--- src/rtl/uart_pkg.sv ---
// ----------------------------------------------------------------------------
// uart_pkg
//   Shared types and default constants for the oversampled UART receiver.
//   - rx_state_e     : receiver frame-tracking states
//   - DEF_OVERSAMPLE : default ticks per bit period
//   - DEF_DATA_BITS  : default data bits per frame
// ----------------------------------------------------------------------------
package uart_pkg;

  // IDLE      : waiting for a falling edge on the synchronised line
  // START     : qualifying the start bit at its midpoint
  // DATA      : sampling data bits at the middle of each bit period
  // STOP      : sampling the stop bit
  // WAIT_IDLE : after a framing error, hold off until the line returns high
  typedef enum logic [2:0] {
    IDLE      = 3'd0,
    START     = 3'd1,
    DATA      = 3'd2,
    STOP      = 3'd3,
    WAIT_IDLE = 3'd4
  } rx_state_e;

  localparam int DEF_OVERSAMPLE = 16;
  localparam int DEF_DATA_BITS  = 8;

endpackage

--- src/rtl/uart_rx_os_if.sv ---
// ----------------------------------------------------------------------------
// uart_rx_os_if
//   Byte-output side of the UART receiver: a valid/ready holding register
//   plus the two error pulses.
//   - rx_data   : received byte, stable while rx_valid=1
//   - rx_valid  : holding register occupied
//   - rx_ready  : consumer accepts the byte on a clk edge with rx_valid=1
//   - frame_err : one-clk pulse, stop bit sampled low
//   - overrun   : one-clk pulse, completed byte dropped (register full)
//   Modports: master = receiver side, slave = consumer side.
// ----------------------------------------------------------------------------
interface uart_rx_os_if
  import uart_pkg::*;
#(
  parameter int DATA_BITS = DEF_DATA_BITS
);

  logic [DATA_BITS-1:0] rx_data;
  logic                 rx_valid;
  logic                 rx_ready;
  logic                 frame_err;
  logic                 overrun;

  modport master (
    output rx_data,
    output rx_valid,
    output frame_err,
    output overrun,
    input  rx_ready
  );

  modport slave (
    input  rx_data,
    input  rx_valid,
    input  frame_err,
    input  overrun,
    output rx_ready
  );

endinterface

--- src/rtl/rx_sync.sv ---
// ----------------------------------------------------------------------------
// rx_sync
//   STAGES-deep flop chain bringing an asynchronous input into clk.
//   The chain resets to 1 so an idle-high serial line looks idle from the
//   first clk after reset and cannot fake a start bit.
//   Ports:
//   - clk   : system clock
//   - reset : synchronous, active-high
//   - d     : asynchronous input
//   - q     : synchronised output (d delayed by STAGES clk)
// ----------------------------------------------------------------------------
module rx_sync #(
  parameter int STAGES = 2
) (
  input  logic clk,
  input  logic reset,
  input  logic d,
  output logic q
);

  logic [STAGES-1:0] sync_q;
  logic [STAGES-1:0] sync_d;

  always_comb begin
    sync_d[0] = d;
    for (int i = 1; i < STAGES; i++) begin
      sync_d[i] = sync_q[i-1];
    end
  end

  always_ff @(posedge clk) begin
    if (reset) begin
      sync_q <= '1;
    end else begin
      sync_q <= sync_d;
    end
  end

  assign q = sync_q[STAGES-1];

endmodule

--- src/rtl/uart_rx_os.sv ---
// ----------------------------------------------------------------------------
// uart_rx_os
//   8N1-style UART receiver driven by an OVERSAMPLE x baud tick.
//   The line is synchronised, the start bit is qualified at its midpoint,
//   and every following bit is sampled one bit period later, i.e. near its
//   centre. Good bytes land in a valid/ready holding register; a low stop
//   bit raises frame_err, a byte arriving while the register is still full
//   and not being drained raises overrun.
//   Ports:
//   - clk   : system clock
//   - reset : synchronous, active-high; discards any partial frame
//   - tick  : one-clk enable at OVERSAMPLE x baud
//   - rxd   : asynchronous serial input, idle high
//   - rx_if : master side of uart_rx_os_if (byte handshake and pulses)
//   OVERSAMPLE must be even and >= 4; DATA_BITS must be >= 2.
// ----------------------------------------------------------------------------
module uart_rx_os
  import uart_pkg::*;
#(
  parameter int DATA_BITS   = DEF_DATA_BITS,
  parameter int OVERSAMPLE  = DEF_OVERSAMPLE,
  parameter int SYNC_STAGES = 2
) (
  input  logic          clk,
  input  logic          reset,
  input  logic          tick,
  input  logic          rxd,
  uart_rx_os_if.master  rx_if
);

  localparam int CW = $clog2(OVERSAMPLE);
  localparam int BW = $clog2(DATA_BITS + 1);

  // Sample points: half a bit into the start bit, then whole bit periods.
  localparam logic [CW-1:0] CNT_MID  = CW'(OVERSAMPLE / 2 - 1);
  localparam logic [CW-1:0] CNT_LAST = CW'(OVERSAMPLE - 1);
  localparam logic [BW-1:0] BIT_LAST = BW'(DATA_BITS - 1);

  logic rxd_s;

  rx_state_e              state_q, state_d;
  logic [CW-1:0]          cnt_q, cnt_d;
  logic [BW-1:0]          bit_q, bit_d;
  logic [DATA_BITS-1:0]   shift_q, shift_d;
  logic [DATA_BITS-1:0]   data_q, data_d;
  logic                   valid_q, valid_d;
  logic                   ferr_q, ferr_d;
  logic                   ovr_q, ovr_d;
  logic                   good_frame;

  rx_sync #(
    .STAGES (SYNC_STAGES)
  ) u_rx_sync (
    .clk   (clk),
    .reset (reset),
    .d     (rxd),
    .q     (rxd_s)
  );

  // --------------------------------------------------------------------------
  // Frame FSM: advances only on tick.
  // --------------------------------------------------------------------------
  always_comb begin
    state_d    = state_q;
    cnt_d      = cnt_q;
    bit_d      = bit_q;
    shift_d    = shift_q;
    ferr_d     = 1'b0;
    good_frame = 1'b0;

    if (tick) begin
      case (state_q)
        IDLE: begin
          if (!rxd_s) begin
            state_d = START;
            cnt_d   = '0;
          end
        end

        START: begin
          if (cnt_q == CNT_MID) begin
            if (!rxd_s) begin
              state_d = DATA;
              cnt_d   = '0;
              bit_d   = '0;
            end else begin
              // Line went back high before mid-bit: treat as noise.
              state_d = IDLE;
            end
          end else begin
            cnt_d = cnt_q + 1'b1;
          end
        end

        DATA: begin
          if (cnt_q == CNT_LAST) begin
            // LSB arrives first, so shift in from the top.
            shift_d = {rxd_s, shift_q[DATA_BITS-1:1]};
            cnt_d   = '0;
            bit_d   = bit_q + 1'b1;
            if (bit_q == BIT_LAST) begin
              state_d = STOP;
            end
          end else begin
            cnt_d = cnt_q + 1'b1;
          end
        end

        STOP: begin
          if (cnt_q == CNT_LAST) begin
            cnt_d = '0;
            if (rxd_s) begin
              good_frame = 1'b1;
              state_d    = IDLE;
            end else begin
              ferr_d  = 1'b1;
              state_d = WAIT_IDLE;
            end
          end else begin
            cnt_d = cnt_q + 1'b1;
          end
        end

        WAIT_IDLE: begin
          // A held-low break must not be re-read as a stream of start bits.
          if (rxd_s) begin
            state_d = IDLE;
          end
        end

        default: begin
          state_d = IDLE;
        end
      endcase
    end
  end

  // --------------------------------------------------------------------------
  // Holding register: handshake runs every clk, independent of tick.
  // --------------------------------------------------------------------------
  always_comb begin
    data_d  = data_q;
    valid_d = valid_q;
    ovr_d   = 1'b0;

    if (valid_q && rx_if.rx_ready) begin
      valid_d = 1'b0;
    end

    if (good_frame) begin
      // A byte being drained this very clk frees the slot for the new one.
      if (!valid_q || rx_if.rx_ready) begin
        data_d  = shift_q;
        valid_d = 1'b1;
      end else begin
        ovr_d = 1'b1;
      end
    end
  end

  always_ff @(posedge clk) begin
    if (reset) begin
      state_q <= IDLE;
      cnt_q   <= '0;
      bit_q   <= '0;
      shift_q <= '0;
      data_q  <= '0;
      valid_q <= 1'b0;
      ferr_q  <= 1'b0;
      ovr_q   <= 1'b0;
    end else begin
      state_q <= state_d;
      cnt_q   <= cnt_d;
      bit_q   <= bit_d;
      shift_q <= shift_d;
      data_q  <= data_d;
      valid_q <= valid_d;
      ferr_q  <= ferr_d;
      ovr_q   <= ovr_d;
    end
  end

  assign rx_if.rx_data   = data_q;
  assign rx_if.rx_valid  = valid_q;
  assign rx_if.frame_err = ferr_q;
  assign rx_if.overrun   = ovr_q;

endmodule

--- src/flat_wrapper.sv ---
// flat-port wrapper written by rule: the top's interface ports become plain ports
module uart_rx_os_flat import uart_pkg::*;
#(
  parameter int DATA_BITS   = DEF_DATA_BITS,
  parameter int OVERSAMPLE  = DEF_OVERSAMPLE,
  parameter int SYNC_STAGES = 2
)
  (clk, reset, tick, rxd, rx_if_rx_data, rx_if_rx_valid, rx_if_frame_err, rx_if_overrun, rx_if_rx_ready);
  uart_rx_os_if #(.DATA_BITS(DATA_BITS)) rx_if_i ();
  input  logic clk;
  input  logic reset;
  input  logic tick;
  input  logic rxd;
  output wire logic [$bits(rx_if_i.rx_data)-1:0] rx_if_rx_data;
  output wire logic [$bits(rx_if_i.rx_valid)-1:0] rx_if_rx_valid;
  output wire logic [$bits(rx_if_i.frame_err)-1:0] rx_if_frame_err;
  output wire logic [$bits(rx_if_i.overrun)-1:0] rx_if_overrun;
  input wire logic [$bits(rx_if_i.rx_ready)-1:0] rx_if_rx_ready;
  assign rx_if_rx_data = rx_if_i.rx_data;
  assign rx_if_rx_valid = rx_if_i.rx_valid;
  assign rx_if_frame_err = rx_if_i.frame_err;
  assign rx_if_overrun = rx_if_i.overrun;
  assign rx_if_i.rx_ready = rx_if_rx_ready;
  uart_rx_os #(.DATA_BITS(DATA_BITS), .OVERSAMPLE(OVERSAMPLE), .SYNC_STAGES(SYNC_STAGES)) u_core (.clk(clk), .reset(reset), .tick(tick), .rxd(rxd), .rx_if(rx_if_i));
endmodule
--- config.mk ---
export PLATFORM = sky130hd
export DESIGN_NAME = uart_rx_os_flat
export DESIGN_NICKNAME = d
export VERILOG_FILES = /design/src/rtl/uart_pkg.sv /design/src/rtl/uart_rx_os_if.sv /design/src/rtl/rx_sync.sv /design/src/rtl/uart_rx_os.sv /design/src/flat_wrapper.sv
export SDC_FILE = /design/constraint.sdc
export NUM_CORES = 1
export LEC_CHECK = 0
export CAP_MARGIN = 20
export CORE_AREA = 2 2 57 54
export DETAILED_ROUTE_END_ITERATION = 7
export DIE_AREA = 0 0 59 56
export PLACE_DENSITY = 0.84
export SKIP_CTS_REPAIR_TIMING = 1
export SYNTH_ARGS = -nofsm -noshare
export SYNTH_HDL_FRONTEND = slang
export SYNTH_SLANG_ARGS = --single-unit
--- constraint.sdc ---
create_clock -name clk -period 2.4 [get_ports clk]
set_input_delay 0.72 -clock clk [delete_from_list [all_inputs] [get_ports clk]]
set_output_delay 0.72 -clock clk [all_outputs]
set_load 0.005 [all_outputs]
Yosys cells after proc, flatten, opt, wreduce, memory -nomap -nowiden --
Index checks and enable logic that the tools add are counted.
Cells by class: equal/unequal tests 14, reduce and logical (&&, ||, !) cells 14, add/sub/neg operators 2, bitwise operators 4, muxes and demuxes 26
Operators with widths (count):
- $mux W4 | 6
- $mux W3 | 7
- $pmux W3 S5 | 1
- $pmux W4 S3 | 1
- $mux W1 | 9
- $add A4 B1 Y4 const B | 2
- $eq A4 B3 Y1 const B | 2
- $ne A2 B1 Y1 const B | 4
- $pmux W4 S2 | 1
- $reduce_and A7 Y1 | 1
- $eq A3 B2 Y1 const B | 2
- $ne A2 B2 Y1 const B | 3
- $reduce_and A5 Y1 | 1
- $eq A4 B4 Y1 const B | 1
- $not A1 Y1 | 4
- $reduce_and A2 Y1 | 2
- $reduce_or A2 Y1 | 2
- $reduce_or A4 Y1 | 1
- $eq A3 B1 Y1 const B | 1
- $eq A3 B3 Y1 const B | 1
- $logic_not A3 Y1 | 1
- $reduce_and A3 Y1 | 1
- $reduce_bool A3 Y1 | 1
- $mux W2 | 1
- other kinds (4) | 4
Storage, ports and cells: logic and storage cells 69, input port bits 5, register bits 32

Longest topological paths before layout --
Gate-level depths: netlist (run 1).
depth in word-level cells 6, mapped depth 6, mapped depth without buffers 5

By module --
From an unflattened synthesis (run 1), not the netlist that was laid out.
Second synthesis, totals: cell total of the unflattened synthesis 158, area total of the unflattened synthesis 1466.4 um^2
By module, submodules not included:
- uart_rx_os | area an instance 1413.9 um^2, times used 1, cells each 154, seq. area each 600.6 um^2
- rx_sync | area an instance 52.6 um^2, times used 1, cells each 4, seq. area each 40.0 um^2

Worst setup path after synthesis (run 1) --
No wires, ideal clock.
kind in2reg, from input tick, to register u_core.shift_q[7], data required time 2.272 ns, cell stages on the path 5, setup slack 0.778 ns, data arrival time 1.494 ns, cells stage by stage nand2b_1 > nor4_4 > buf_6 > mux2i_1 > nor2_1
On the way: word-level cells in the longest chain between the ends 1
RTL lines:
- start: declaration | RTL line flat_wrapper.sv:12 | input logic tick;
- $reduce_and A3 Y1 (no line)
- end signal: assignment | RTL line uart_rx_os.sv:175 | shift_q <= shift_d;
- end: declaration | RTL line uart_rx_os.sv:44 | logic [DATA_BITS-1:0] shift_q, shift_d;
Every way passes these cells. A chain may end at the register's enable or synchronous reset.

Final worst setup path (run 1) --
from input tick, to register u_core.state_q[1]
On the way: word-level cells in the longest chain between the ends 1
RTL lines:
- $reduce_and A7 Y1 (no line)
- end signal: assignment | RTL line uart_rx_os.sv:172 | state_q <= state_d;
- end: declaration | RTL line uart_rx_os.sv:41 | rx_state_e state_q, state_d;
Every way passes these cells.

==> results.cfg, run 1 <==
[worst_setup_path]
reg2regPathDepth = 5
worst-setup-path-type = in2reg
worstPathArrival_ps = 2220
cp-start-kind = input pin
r2r-start = u_core.cnt_q[0]$_SDFFE_PP0P_
worstSetupEndpointType = flip-flop
r2r_end = u_core.state_q[1]$_SDFFE_PP0P_
rrSetupSlack_ps = 630
cp_max_fo = 5
crit_required_ps = 2680

[route]
detail-route-antenna-nets = 0
routed-via-count = 1144
drc = 0
via_per_inst = 5.90
drt_pre_antenna_iters = 4
dr.first_iter.drc_count = 25
drt-total-wl_um = 2870
detail_route.wl_per_cell_um = 14.8

[clocking]
cts_num_sinks = 32
cts.reportedPaths.clkPinSlew_ps = 90
cts_tree = built
clock_latency_ps = 330
htreeDepth = 2
cts.root.buffer_cell = clkbuf_4
clock_path_buffers = 2
cts_made_buffers = 5

[floorplan]
die_area_mm2 = 0.00330
dieWidth_um = 59
die_h_um = 56
placement_rows = 18
initial_core_util = 0.569
pin_count = 16
fp.coreArea_mm2 = 0.00266

[global_routing]
grt_antenna_before_repair = 0
grt_pass1_wl_um = 4900
grt_max_degree = 20
grt_pass1_vias = 1099
overflow = 0
track_usage = 0.196

[yosys]
syn-num-nets = 154
yosys-top-cells-area = dfxtp_1 42%, mux2i_1 12%, nor2_1 5.5%
synth-edff-count = 0
syn_area_per_cell_um2 = 10.3
yosysMostFrequentCell = dfxtp_1
synth_top_area_share = 0.424
netlist_area_mm2 = 0.00151
yosysSeqAreaShare = 0.424
synth_ff_type = dfxtp_1
ys_types = 50
yosysWarnings = 0
synthCells = 147
yosys.area.top_type = dfxtp_1
async_reset_ff_frac = 0
ys_seq_elements = 32
ys_top_cells_by_count = 32 x dfxtp_1, 22 x nor2_1, 18 x mux2i_1, 5 x inv_1

[placement]
dp_hpwl_um = 2060
place_area_mm2 = 0.00166
gp_congestion = 0.808
numPortBuffers = 15

[timing]
hold_viol_final = 0
layout_min_cycle_time_ps = 1940
finalSetupViolCount = 0
rsz0062_at_grt = false
finalCritPeriodShare = 0.808
tns_ps = 0
slew_viol_final = 0
relSlewSlack = 0.666
worstMarginPinSlew_ps = 500
fmax_ghz = 0.516
skew_ps = 6.06

[finish]
layout-drive-gt1-share = 0.152
n_fill_cell = 223
syn_to_final_growth_pct = 13.8
diodes = 0
final_area_mm2 = 0.00172
fin_util = 0.647
fin_nets = 170

[pwr]
powerDensity_mw_per_mm2 = 526
power_leakage_nw = 0.624
ir_worst_vdd_uv = 352

[min_path]
hold_end = u_core.u_rx_sync.sync_q[1]$_SDFF_PP1_
holdCritPathClass = reg2reg
min_path_cells = 1
hp-start = u_core.u_rx_sync.sync_q[0]$_SDFF_PP1_

[status]
status = complete, no violations

[flow_run]
max_cap_violations = 0
==> stage by stage <==
stage | total power (W) | setup slack (ps) | cells | hold WS [ps]
6_report | 0.000905 | 461 | 194 | 423
5_1_grt | 0.000942 | 336 | 194 | 450
4_1_cts | 0.000912 | 470 | 194 | 434
3_5_place_dp | 0.000598 | 135 | 186 | 409
3_3_place_gp | 0.000596 | 200 | 186 | 401
2_1_floorplan | 0.000584 | 778 | 147 | 389
==> power by group <==
part	internal [W]	total, W	switching, W	leakage, nW
Sequential	0.000534	0.000541	0.00000748	0.258
Clock	0.000144	0.000319	0.000175	0.0326
Combinational	0.0000208	0.0000447	0.0000238	0.333
Total	0.000699	0.000905	0.000206	0.624
==> sequential cells by signal (all words and copies together) (netlist names) <==
register and count:
u_core.rx_if.rx_data 8, u_core.shift_q 8, u_core.bit_q 4, u_core.cnt_q 4, u_core.state_q 3, u_core.u_rx_sync.sync_q 2
u_core.rx_if.frame_err 1, u_core.rx_if.overrun 1, u_core.rx_if.rx_valid 1
==> cell families (layout without fill, tap and decap cells) <==
family | Yosys count | count (layout) | synth area share
simple gates | 56 | 56 | 0.248
flops | 32 | 32 | 0.424
compound gates | 23 | 23 | 0.121
mux | 18 | 18 | 0.119
buf+inv | 15 | 32 | 0.0654
fa+ha+maj | 2 | 2 | 0.0166
xor+xnor | 1 | 1 | 0.00580
==> worst max path at each step <==
stage / slack, ps / depth (start not counted) / to / from
after floorplan: 780 / 5 / u_core.shift_q[7]$_SDFFE_PP0P_ / tick
after global placement: 200 / 6 / u_core.bit_q[3]$_SDFFE_PP0P_ / tick
after detailed placement: 140 / 5 / u_core.state_q[1]$_SDFFE_PP0P_ / tick
after CTS: 470 / 1 / rx_if_rx_data[7] / u_core.rx_if.rx_data[7]$_SDFFE_PP0P_
after global routing: 340 / 5 / u_core.state_q[1]$_SDFFE_PP0P_ / tick
final: 460 / 5 / u_core.state_q[1]$_SDFFE_PP0P_ / tick
==> worst max-delay path, stage by stage <==
cell and delay, ps:
clkdlybuf4s50_1 530, and2b_1 230, o2111ai_1 250, nor4_1 350, a31o_1 130
==> area by class of cell <==
| cell class | count | area [um^2] | area share |
|---|---|---|---|
| tap | 30 | 37.5 | 0.0218 |
| inverter | 5 | 18.8 | 0.0109 |
| sequential | 32 | 641 | 0.372 |
| timing repair buffer | 19 | 193 | 0.112 |
| clock buffer | 8 | 58.8 | 0.0342 |
| multi-input combinational | 100 | 772 | 0.449 |
==> per-layer routing <==
layer	vias up	track usage	share of wire
met2	20	0.316	0.50
met1	555	0.236	0.45
li1	565	-	-
met4	0	0.0617	0.010
met3	4	0.0791	0.037
met5	-	0	0
==> layout by cell type, fill, tap and decap left out, types with 2 or more instances in the layout <==
cell / instances
a21oi_1: 4
and2b_1: 2
and3_1: 2
and3b_1: 2
buf_4: 3
clkbuf_1: 2
clkbuf_4: 5
clkdlybuf4s50_1: 15
dfxtp_1: 32
ha_1: 2
inv_1: 5
mux2i_1: 18
nand2b_1: 2
nand3b_1: 3
nand4_1: 2
nor2_1: 22
nor3_1: 2
nor4b_2: 2
o21ai_0: 4
o311ai_0: 2
or2_2: 2
or3_1: 2
Note: power is estimated with default switching activity, not from simulation.
==> inputs of run 2 (changes only) <==
--- a/config.mk
+++ b/config.mk
@@ -6,10 +6,10 @@
 export NUM_CORES = 1
 export LEC_CHECK = 0
 export CAP_MARGIN = 20
-export CORE_AREA = 2 2 57 54
+export CORE_AREA = 2 2 62 58
 export DETAILED_ROUTE_END_ITERATION = 7
-export DIE_AREA = 0 0 59 56
-export PLACE_DENSITY = 0.84
+export DIE_AREA = 0 0 64 60
+export PLACE_DENSITY = 0.76
 export SKIP_CTS_REPAIR_TIMING = 1
 export SYNTH_ARGS = -nofsm -noshare
 export SYNTH_HDL_FRONTEND = slang
==> constraint.sdc (replaced) <==
create_clock -name clk -period 1.68 [get_ports clk]
set_input_delay 0.504 -clock clk [delete_from_list [all_inputs] [get_ports clk]]
set_output_delay 0.504 -clock clk [all_outputs]
set_load 0.005 [all_outputs]
==> run 2 against run 1 <==
Clock skew rose by 7.4 ps; highest routed layer unchanged; wire length rose by 13%; largest power group unchanged; total power rose by 58%; global-route usage fell by 1.1 points; sequential power rose by 43%; register-to-register slack got worse by 570 ps; flip-flop and latch count did not move; sequential share of layout area fell by 3.6 points; die area rose by 16%; worst setup slack got worse by 410 ps; final area rose by 15%.
==> results.cfg, run 2 (synthesis results as in run 1) <==
[status]
status = complete, no violations

[timing]
finalSetupViolCount = 0
worstMarginPinSlew_ps = 477
skew_ps = 13.5
hold_viol_final = 0
fmax_ghz = 0.613
layout_min_cycle_time_ps = 1630
tns_ps = 0
finalCritPeriodShare = 0.972
relSlewSlack = 0.678
hold_ws_ps = 421
slew_viol_final = 0

[placement]
dp.cells = 214
place_area_mm2 = 0.00180
numPortBuffers = 15
dp_hpwl_um = 2300
gp_congestion = 0.819

[clocking]
cts_made_buffers = 5
clock_path_buffers = 2
cts_tree = built
htreeDepth = 2
cts.reportedPaths.clkPinSlew_ps = 90
cts.root.buffer_cell = clkbuf_4
cts_num_sinks = 32
clock_latency_ps = 340

[worst_setup_path]
critPathBufInv = 1
critical_path.top_delay_family = buffers and inverters
worst-setup-path-type = reg2out
cp_max_fo = 1
worstSetupEndpointType = output pin
critPathMaxStageDelay_ps = 480
worstPathCellList = clkdlybuf4s50_1
crit_required_ps = 1180
worstPathArrival_ps = 1130
critPathSlowestCell = clkdlybuf4s50_1
cp-start-kind = flip-flop

[pwr]
power_leakage_nw = 0.931
powerDensity_mw_per_mm2 = 727
ir_worst_vdd_uv = 421

[route]
dr.first_iter.drc_count = 118
detail-route-antenna-nets = 0
drt_pre_antenna_iters = 4
detail_route.wl_per_cell_um = 14.4
drt-total-wl_um = 3260
via_per_inst = 5.47
routed-via-count = 1236
drc = 0

[global_routing]
grt_max_degree = 15
overflow = 0
grt_pass1_wl_um = 5370
grt_antenna_before_repair = 0
track_usage = 0.186
grt_pass1_vias = 1212

[finish]
final_cell_mix = 22 x nor2_1, 19 x buf_4, 18 x mux2i_1
fin_cells = 226
register_area_um2 = 664
diodes = 0
final_area_mm2 = 0.00197
layout-drive-gt1-share = 0.346
syn_to_final_growth_pct = 30.6
multi_input_area_um2 = 792
final_common_cell = nor2_1
n_fill_cell = 259
fin_nets = 188

[floorplan]
dieWidth_um = 64
fp.coreArea_mm2 = 0.00323
pin_count = 16
die_area_mm2 = 0.00384
placement_rows = 20
die_h_um = 60
initial_core_util = 0.468

[min_path]
holdCritPathClass = reg2reg

[flow_run]
max_cap_violations = 0
run 2: final cells by class:
cell class                 count  share of cell area
timing repair buffer          37               0.186
inverter                       5             0.00951
tap                           44              0.0279
sequential                    32               0.337
multi-input combinational    100               0.401
clock inverter                 2              0.0177
clock buffer                   6              0.0209
run 2: metrics by stage:
stage                     power [W]   util  setup slack [ps]
after global routing        0.00149  0.612             -1.70
final                       0.00143  0.612              47.8
after detailed placement   0.000873  0.557              -345
after global placement     0.000869  0.557              -306
after floorplan            0.000834      -              68.2
after CTS                   0.00145  0.580              -130
run 2: path summary, 6_finish.rpt:
| kind | slack [ps] | end | start | cells after the start |
|---|---|---|---|---|
| worst max-delay path | 50 | rx_if_frame_err | u_core.rx_if.frame_err$_SDFF_PP0_ | 1 |
| worst min-delay path | 420 | u_core.u_rx_sync.sync_q[1]$_SDFF_PP1_ | u_core.u_rx_sync.sync_q[0]$_SDFF_PP1_ | 1 |
| worst max register to register | 60 | u_core.state_q[2]$_SDFFE_PP0P_ | u_core.bit_q[1]$_SDFFE_PP0P_ | 5 |
| worst min register to register | 420 | u_core.u_rx_sync.sync_q[1]$_SDFF_PP1_ | u_core.u_rx_sync.sync_q[0]$_SDFF_PP1_ | 1 |
run 2: report_power, final:
part	leakage (nW)	internal [W]	switching (W)
Combinational	0.623	0.0000458	0.0000399
Clock	0.0422	0.000312	0.000265
Sequential	0.266	0.000763	0.00000939
Total	0.931	0.00112	0.000314
run 2: metal layers:
metal,GRT usage,wire (um)
met1,0.207,1320
met2,0.315,1730
met3,0.0565,147
met4,0.112,59
met5,0,0
